==> config.mk <==
export PLATFORM = sky130hd
export DESIGN_NAME = inv_sqrt_seed_flat
export DESIGN_NICKNAME = d
export VERILOG_FILES = /design/src/rtl/inv_sqrt_seed_if.sv /design/src/rtl/inv_sqrt_seed.sv /design/src/flat_wrapper.sv
export SDC_FILE = /design/constraint.sdc
export NUM_CORES = 1
export LEC_CHECK = 0
export CAP_MARGIN = 20
export CORE_MARGIN = 2
export CORE_UTILIZATION = 56
export DETAILED_ROUTE_END_ITERATION = 8
export PLACE_DENSITY_LB_ADDON = 0.1
export SYNTH_ARGS = -nofsm -noshare
export SYNTH_HDL_FRONTEND = slang
export SYNTH_SLANG_ARGS = --single-unit
==> constraint.sdc <==
create_clock -name clk -period 5.48 [get_ports clk]
set_input_delay 0.548 -clock clk [delete_from_list [all_inputs] [get_ports clk]]
set_output_delay 0.548 -clock clk [all_outputs]
set_load 0.01 [all_outputs]
==> src/rtl/inv_sqrt_seed_if.sv <==
// Start/done bundle between the fastInvSqrt controller and the seed stage.
// Handshake (four-phase request/acknowledge): the master raises start with x
// valid and holds both until done is seen high; the slave raises done with
// x_half/y0/zero_in valid and holds them until start drops, then clears done
// on the following edge. Results stay valid until the next accepted start.
interface inv_sqrt_seed_if #(parameter int W = 16) ();
  logic         start;
  logic [W-1:0] x;
  logic         done;
  logic [W-1:0] x_half;
  logic [W-1:0] y0;
  logic         zero_in;

  modport master (output start, output x,
                  input  done, input x_half, input y0, input zero_in);
  modport slave  (input  start, input x,
                  output done, output x_half, output y0, output zero_in);
endinterface

==> src/rtl/inv_sqrt_seed.sv <==
// Seed stage of the fast inverse square root: normalises x one bit per cycle,
// then derives x/2 and a coarse 1/sqrt(x) estimate from the exponent parity
// and the top fraction bits of the normalised mantissa.
module inv_sqrt_seed #(
  parameter int INT_WIDTH   = 12,
  parameter int FRACT_WIDTH = 4
) (
  input  logic                 clk,
  input  logic                 rst_n,
  inv_sqrt_seed_if.slave       bus,
  output logic [1:0]           dbg_state
);
  localparam int W   = INT_WIDTH + FRACT_WIDTH;
  localparam int IW  = W + 2;
  localparam int LZW = $clog2(W + 1);
  localparam logic [IW-1:0] ONE_W = IW'(1) << FRACT_WIDTH;

  typedef enum logic [1:0] {IDLE, NORM, SEED, DONE} state_t;

  state_t         state_q, state_d;
  logic [W-1:0]   sreg_q, sreg_d;
  logic [LZW-1:0] lz_q, lz_d;
  logic           zflag_q, zflag_d;
  logic           done_q, done_d;
  logic [W-1:0]   x_half_q, x_half_d;
  logic [W-1:0]   y0_q, y0_d;
  logic           zero_in_q, zero_in_d;

  // seed datapath signals
  int              p_i, e_i, k_i, r_i;
  logic [IW-1:0]   m_w, s_w, y_w;
  logic [2*IW-1:0] wide_w;
  logic            ovf_w;
  logic [W-1:0]    seed_y;

  // Seed from the normalised operand: exponent split into k (shift) and parity r.
  always_comb begin
    p_i    = (W - 1) - int'(lz_q);
    e_i    = p_i - FRACT_WIDTH;
    k_i    = e_i >>> 1;
    r_i    = e_i - 2 * k_i;
    m_w    = IW'(sreg_q[W-2 -: FRACT_WIDTH]);
    s_w    = ONE_W - (m_w >> 2);
    wide_w = '0;
    ovf_w  = 1'b0;
    y_w    = '0;
    seed_y = '0;
    if (r_i != 0) begin
      s_w = s_w - (s_w >> 2);
    end
    if (k_i >= 0) begin
      y_w = s_w >> k_i;
    end else begin
      // a left shift that pushes set bits past the output width saturates
      wide_w = (2 * IW)'(s_w) << (-k_i);
      ovf_w  = |wide_w[2*IW-1:W];
      y_w    = wide_w[IW-1:0];
    end
    if (ovf_w) begin
      seed_y = '1;
    end else if (y_w[W-1:0] == '0) begin
      seed_y = W'(1);
    end else begin
      seed_y = y_w[W-1:0];
    end
  end

  // Next-state and datapath updates for the IDLE/NORM/SEED/DONE sequence.
  always_comb begin
    state_d   = state_q;
    sreg_d    = sreg_q;
    lz_d      = lz_q;
    zflag_d   = zflag_q;
    done_d    = done_q;
    x_half_d  = x_half_q;
    y0_d      = y0_q;
    zero_in_d = zero_in_q;
    unique case (state_q)
      IDLE: begin
        done_d = 1'b0;
        if (bus.start) begin
          sreg_d = bus.x;
          lz_d   = '0;
          if (bus.x == '0) begin
            zflag_d = 1'b1;
            state_d = SEED;
          end else begin
            zflag_d = 1'b0;
            state_d = NORM;
          end
        end
      end
      NORM: begin
        if (sreg_q[W-1]) begin
          state_d = SEED;
        end else begin
          sreg_d = sreg_q << 1;
          lz_d   = lz_q + LZW'(1);
        end
      end
      SEED: begin
        if (zflag_q) begin
          y0_d      = '1;
          x_half_d  = '0;
          zero_in_d = 1'b1;
        end else begin
          y0_d      = seed_y;
          // undo the normalisation shift to recover x, then halve it
          x_half_d  = (sreg_q >> lz_q) >> 1;
          zero_in_d = 1'b0;
        end
        done_d  = 1'b1;
        state_d = DONE;
      end
      DONE: begin
        if (!bus.start) begin
          done_d  = 1'b0;
          state_d = IDLE;
        end
      end
      default: state_d = IDLE;
    endcase
  end

  // State and result registers with synchronous active-low reset.
  always_ff @(posedge clk) begin
    if (!rst_n) begin
      state_q   <= IDLE;
      sreg_q    <= '0;
      lz_q      <= '0;
      zflag_q   <= 1'b0;
      done_q    <= 1'b0;
      x_half_q  <= '0;
      y0_q      <= '0;
      zero_in_q <= 1'b0;
    end else begin
      state_q   <= state_d;
      sreg_q    <= sreg_d;
      lz_q      <= lz_d;
      zflag_q   <= zflag_d;
      done_q    <= done_d;
      x_half_q  <= x_half_d;
      y0_q      <= y0_d;
      zero_in_q <= zero_in_d;
    end
  end

  assign bus.done    = done_q;
  assign bus.x_half  = x_half_q;
  assign bus.y0      = y0_q;
  assign bus.zero_in = zero_in_q;
  assign dbg_state   = state_q;
endmodule

==> src/flat_wrapper.sv <==
// flat-port wrapper written by rule: the top's interface ports become plain ports
module inv_sqrt_seed_flat 
#(
  parameter int INT_WIDTH   = 12,
  parameter int FRACT_WIDTH = 4
)
  (clk, rst_n, dbg_state, bus_start, bus_x, bus_done, bus_x_half, bus_y0, bus_zero_in);
  inv_sqrt_seed_if #(.W(((12) + (4)))) bus_i ();
  input  logic clk;
  input  logic rst_n;
  output logic [1:0] dbg_state;
  input wire logic [$bits(bus_i.start)-1:0] bus_start;
  input wire logic [$bits(bus_i.x)-1:0] bus_x;
  output wire logic [$bits(bus_i.done)-1:0] bus_done;
  output wire logic [$bits(bus_i.x_half)-1:0] bus_x_half;
  output wire logic [$bits(bus_i.y0)-1:0] bus_y0;
  output wire logic [$bits(bus_i.zero_in)-1:0] bus_zero_in;
  assign bus_i.start = bus_start;
  assign bus_i.x = bus_x;
  assign bus_done = bus_i.done;
  assign bus_x_half = bus_i.x_half;
  assign bus_y0 = bus_i.y0;
  assign bus_zero_in = bus_i.zero_in;
  inv_sqrt_seed #(.INT_WIDTH(INT_WIDTH), .FRACT_WIDTH(FRACT_WIDTH)) u_core (.clk(clk), .rst_n(rst_n), .bus(bus_i), .dbg_state(dbg_state));
endmodule
==> results.sh, run 1 <==
export IMPL_outcome="completed"
export IMPL_synth_most_common_cell="dfxtp_1"
export IMPL_slew_violations=0
export IMPL_ant_nets=0
export IMPL_end_kind="register"
export IMPL_area_growth_pct=18.6
export IMPL_drc=0
export IMPL_grtUsageTotal_pct=29.3
export IMPL_max_slew_margin_pct=27.6
export IMPL_wl_um=11300
export IMPL_rows=31
export IMPL_diodes=0
export IMPL_die_h_um=89.7
export IMPL_min_delay_start="u_core.bus.x_half[1]"
export IMPL_p_leak_uw=0.00188
export IMPL_ir_drop_uv=304
export IMPL_post_cts_resized=0
export IMPL_min_period_ns=4.61
export IMPL_seq_area_um2=1140
export IMPL_gp_congestion=1.02
export IMPL_drt_pass1_iterations=4
export IMPL_cp_arrival_ns=4.88
export IMPL_ys_warnings_count=0
export IMPL_coreArea_um2=7180
export IMPL_initial_core_util_pct=57.3
export IMPL_critPathMaxFanout=16
export IMPL_cts_made_buffers=9
export IMPL_required_ns=5.76
export IMPL_drive_above_1_share_pct=7.46
export IMPL_hold_viol=0
export IMPL_vias_per_cell=6.21
export IMPL_syn_area_um2=4110
export IMPL_clock_skew_ns=0.0101
export IMPL_final_util_pct=67.9
export IMPL_netlist_top_cells_count="dfxtp_1, nand2_1, nand3_1"
export IMPL_tightest_slew_ns=1.09
export IMPL_setup_tns_ns=0
export IMPL_avgRoutedWirePerCell_um=17.1
export IMPL_start_kind="register"
export IMPL_clock_sinks=57
export IMPL_cts_setup_buffers=0
export IMPL_hp_class="reg -> reg"
export IMPL_nFillCells=610
export IMPL_multiInputGateArea_um2=2750
export IMPL_fin_nets=598
export IMPL_dieArea_um2=8040
export IMPL_hold_end="u_core.bus.x_half[1]"
export IMPL_ys_seq_elements=57
export IMPL_synthArstFlopShare_pct=0
export IMPL_clockBufferDepth=2
export IMPL_clk_pin_slew_ns=0.07
export IMPL_grt_max_degree=56
export IMPL_ys_seq_area_share_pct=27.8
export IMPL_synth_area_top_cells="dfxtp_1, ha_1, mux2i_1"
export IMPL_antenna_found_initial=0
export IMPL_finalSetupViolCount=0
export IMPL_grt_overflow_total=0
export IMPL_grt_pass1_vias=3647
export IMPL_clock_root_buffer="clkbuf_8"
export IMPL_cts_max_level=3
export IMPL_reg2reg_to="u_core.bus.y0[5]"
export IMPL_post_route_period_util_pct=84.0
export IMPL_rsz0062_at_grt="no"
export IMPL_synth_top_area_share_pct=27.8
export IMPL_grt_pass1_wl_um=18200
export IMPL_synth_edf_count=0
export IMPL_timing_max_cap_violations=0
export IMPL_holdBufCountCts=0
export IMPL_die_w_um=89.7
export IMPL_finalNonFillerCells=662
export IMPL_vias=4108
export IMPL_hold_depth=2
export IMPL_rrSetupSlack_ns=0.87
export IMPL_netlist_instances=527
export IMPL_drt_iter0_drc=286
export IMPL_place_inst=646
export IMPL_fmax_mhz=217
export IMPL_port_buffers=53
export IMPL_clkLatencyLatePin_ns=0.35
export IMPL_dp_hpwl_um=8190
export IMPL_synth_ff_type="dfxtp_1"
export IMPL_syn_nets=567
export IMPL_reg2regPathDepth=15
export IMPL_p_per_area_nw_per_um2=437
export IMPL_r2r_start="u_core.lz_q[3]"
export IMPL_total_power_uw=2130
export IMPL_pin_count=55
export IMPL_whs_ns=0.516
export IMPL_cts_tree="built"
export IMPL_synth_largest_area_cell="dfxtp_1"
export IMPL_yosysUniqueCellTypes=57
export IMPL_syn_mean_instance_area_um2=7.80
export IMPL_crit_type="reg -> reg"
logic make-up (layout without fill, tap and decap cells):
logic type	Yosys count	count (layout)	synth area share [%]
AND/OR/NAND/NOR	213	213	26.6
AO/OA/AOI/OAI	144	144	23.5
flip-flops	57	57	27.8
buffers and inverters	54	90	5.42
multiplexers	27	27	7.83
adder cells (fa/ha/maj)	21	21	6.39
XOR/XNOR	10	10	2.31
other	1	1	0.0913
report_power, final:
part / switching, uW / internal [uW] / leakage, uW
sequential: 109 / 526 / 0.000466
combinational: 596 / 441 / 0.00131
clock: 197 / 260 / 0.000108
total: 901 / 1230 / 0.00188
worst max-delay path by stage:
stage,startpoint,to,slack (ns),cells past startpoint
finish,u_core.lz_q[3],u_core.bus.y0[5],0.87,15
detailed placement,u_core.lz_q[3],u_core.bus.y0[5],0.96,15
global placement,u_core.lz_q[3],u_core.bus.y0[0],1.21,15
global route,u_core.lz_q[3],u_core.bus.y0[5],0.43,15
floorplan,u_core.lz_q[2],u_core.bus.y0[13],1.69,17
CTS,u_core.lz_q[3],u_core.bus.y0[5],0.92,15
layout by cell type, fill, tap and decap left out, types with 4 or more instances in the layout:
| master | n |
|---|---|
| clkdlybuf4s50_1 | 53 |
| o211a_1 | 14 |
| or3_1 | 5 |
| o21ai_0 | 33 |
| a22oi_1 | 4 |
| and3_1 | 4 |
| a221oi_1 | 5 |
| o22ai_1 | 5 |
| a21oi_2 | 10 |
| nand3b_1 | 4 |
| a21oi_1 | 33 |
| nor2_1 | 30 |
| xnor2_1 | 6 |
| and2_1 | 6 |
| nand4_1 | 6 |
| nor4_1 | 6 |
| inv_1 | 14 |
| nand2b_1 | 22 |
| nor3_1 | 7 |
| a31oi_1 | 9 |
| clkbuf_8 | 9 |
| dfxtp_1 | 56 |
| mux4_2 | 4 |
| nand2_1 | 49 |
| nor2b_1 | 24 |
| nand3_1 | 40 |
| buf_4 | 7 |
| nor3b_1 | 5 |
| ha_1 | 21 |
| a211oi_1 | 7 |
| mux2i_1 | 22 |
metal layers:
| layer | up-vias | track usage [%] | wire (um) | part of all wire (%) |
|---|---|---|---|---|
| li1 | 1970 | - | - | - |
| met1 | 1954 | 35.0 | 4580 | 40 |
| met2 | 156 | 51.6 | 5830 | 52 |
| met3 | 28 | 5.85 | 579 | 5.1 |
| met4 | 0 | 11.0 | 335 | 3.0 |
| met5 | - | 0 | 0 | 0 |
through the flow:
stage	cell area (um2)	worst slack [ns]
finish	4870	0.875
global route	4870	0.433
CTS	4870	0.925
detailed placement	4650	0.956
global placement	4650	1.21
floorplan	4110	1.69
final cells by class:
cell class | count | share of cell area [%]
clock buffer | 9 | 2.54
timing repair buffer | 60 | 12.0
multi-input combinational | 416 | 56.3
tap | 99 | 2.54
sequential | 57 | 23.4
clock inverter | 7 | 2.13
inverter | 14 | 1.08
flip-flops by register name (all words and copies together) (netlist names):
| name | flops |
|---|---|
| u_core.bus.done | 1 |
| u_core.sreg_q | 16 |
| u_core.bus.zero_in | 1 |
| u_core.dbg_state | 2 |
| u_core.bus.x_half | 15 |
| u_core.bus.y0 | 16 |
| u_core.zflag_q | 1 |
| u_core.lz_q | 5 |
worst max-delay path: stages, from the launching register on:
cell and delay (ns):
dfxtp_1 0.51, ha_1 0.21, inv_1 0.04, ha_1 0.33, a211oi_1 0.47, nand2_1 0.16
nor2_1 0.20, nand2_1 0.11, ha_1 0.31, nor4_1 0.29, nand4_1 0.49, nor3_1 0.38
nor2_1 0.09, and3_1 0.19, a211o_1 0.54, a21oi_1 0.23
No activity file was read; power rests on OpenSTA's default activity.
==> inputs of run 2 (changes only) <==
==> constraint.sdc (replaced) <==
create_clock -name clk -period 4.85 [get_ports clk]
set_input_delay 0.485 -clock clk [delete_from_list [all_inputs] [get_ports clk]]
set_output_delay 0.485 -clock clk [all_outputs]
set_load 0.01 [all_outputs]
==> run 2 against run 1 <==
Against the previous run:
- utilization increased by 0.16 points
- register-to-register slack lost 0.30 ns
- power up 12%
- clock skew up 0.0023 ns
- flip-flop and latch count stayed put
- critical endpoint is now u_core.bus.y0[4]
==> results.sh, run 2 (synthesis gave the netlist of run 1 again) <==
export IMPL_outcome="completed"
export IMPL_rows=31
export IMPL_dieArea_um2=8040
export IMPL_wl_um=11100
export IMPL_cp_num_buf_inv=2
export IMPL_die_w_um=89.7
export IMPL_start_kind="register"
export IMPL_clkLatencyLatePin_ns=0.34
export IMPL_diodes=0
export IMPL_post_route_period_util_pct=88.1
export IMPL_pin_count=55
export IMPL_end_kind="register"
export IMPL_p_leak_uw=0.00190
export IMPL_grtUsageTotal_pct=28.5
export IMPL_clock_sinks=57
export IMPL_fin_nets=601
export IMPL_avgRoutedWirePerCell_um=16.7
export IMPL_ant_nets=0
export IMPL_grt_pass1_wl_um=17800
export IMPL_clock_skew_ns=0.0124
export IMPL_fmax_mhz=234
export IMPL_cp_arrival_ns=4.53
export IMPL_tightest_slew_ns=1.08
export IMPL_slowest_delay_ns=0.50
export IMPL_slew_violations=0
export IMPL_cpMostUsedCell="ha_1"
export IMPL_area_growth_pct=18.9
export IMPL_die_h_um=89.7
export IMPL_cp_top_family="compound AO/OA/AOI/OAI gates"
export IMPL_required_ns=5.11
export IMPL_dp_hpwl_um=8070
export IMPL_coreArea_um2=7180
export IMPL_drive_above_1_share_pct=7.79
export IMPL_critPathMaxFanout=16
export IMPL_vias_per_cell=6.05
export IMPL_cts_made_buffers=9
export IMPL_total_power_uw=2370
export IMPL_initial_core_util_pct=57.3
export IMPL_worstPathCellList="ha_1, inv_1, ha_1, a211oi_1, nand2_1, nor2_1, nand2_1, ha_1, nor4_1, nand4_1, buf_4, nor3_1, a31o_1, a31oi_1, a211o_1, a31oi_1"
export IMPL_timing_max_cap_violations=0
export IMPL_slowest_stage="dfxtp_1"
export IMPL_holdBufCountCts=0
export IMPL_vias=4019
export IMPL_drc=0
export IMPL_drt_iter0_drc=289
export IMPL_crit_type="reg -> reg"
export IMPL_cts_max_level=3
export IMPL_gp_congestion=0.874
export IMPL_ir_drop_uv=363
export IMPL_grt_max_degree=47
export IMPL_clk_pin_slew_ns=0.07
export IMPL_hold_viol=0
export IMPL_grt_overflow_total=0
export IMPL_final_cell_mix="dfxtp_1, clkdlybuf4s50_1, nand2_1"
export IMPL_grt_pass1_vias=3747
export IMPL_min_period_ns=4.27
export IMPL_drt_pass1_iterations=6
export IMPL_p_per_area_nw_per_um2=486
export IMPL_setup_tns_ns=0
export IMPL_max_slew_margin_pct=28.0
export IMPL_port_buffers=53
export IMPL_finalSetupViolCount=0
export IMPL_cts_tree="built"
export IMPL_antenna_found_initial=0
export IMPL_clockBufferDepth=2
export IMPL_hp_class="reg -> reg"
export IMPL_clock_root_buffer="clkbuf_8"
export IMPL_mostFrequentLayoutCell="dfxtp_1"
export IMPL_rsz0062_at_grt="no"
## run 2: worst reg2reg max path, delay by kind of cell, from the launching register on
family	cells	cell delay, ns
AOI/OAI and AO/OA	5	1.44
and+or+nand+nor	6	1.14
adders and majority gates	3	0.87
DFF	1	0.50
buffers and inverters	2	0.24
## run 2: worst paths after layout
path / cells after the start / to / start / slack [ns]
max: 16 / u_core.bus.y0[4] / u_core.lz_q[3] / 0.58
min reg2reg: 2 / u_core.bus.x_half[7] / u_core.bus.x_half[7] / 0.51
min: 2 / u_core.bus.x_half[7] / u_core.bus.x_half[7] / 0.51
max reg2reg: 16 / u_core.bus.y0[4] / u_core.lz_q[3] / 0.58
## run 2: timing repair
item / 4_1_cts / 5_1_grt
gates resized for setup: 0 / 0
setup buffers: 0 / 2
setup endpoints to repair: 0 / 16
endpoints found under the hold margin: 0 / 0
## run 2: layer usage
layer,vias up,global-route usage [%],routed length [um],part of all wire [%]
met4,0,14.5,433,3.9
met2,143,49.1,5540,50
li1,1978,-,-,-
met1,1865,33.8,4610,42
met5,-,0,0,0
met3,33,5.03,525,4.7
## run 2: power by group
group,total (uW),internal (uW),switching [uW]
Clock,501,300,201
Sequential,714,594,120
Combinational,1160,499,660
Total,2370,1390,980
## run 2: cell type report
cell class,count,area [um2]
Clock inverter,5,78.8
Timing Repair Buffer,63,606
Sequential cell,57,1140
Multi-Input combinational cell,416,2750
Fill cell,632,2290
Tap cell,99,124
Clock buffer,10,138
Inverter,14,52.6
## run 2: per-stage QoR
stage	worst slack [ns]	utilization [%]	cells	hold WS (ns)	instance area [um2]
finish	0.576	68.1	664	0.514	4890
global route	0.174	68.1	664	0.548	4890
CTS	0.376	67.9	662	0.522	4870
detailed placement	0.423	64.9	647	0.502	4650
global placement	0.636	64.9	647	0.499	4650
floorplan	1.06	-	527	0.488	4110
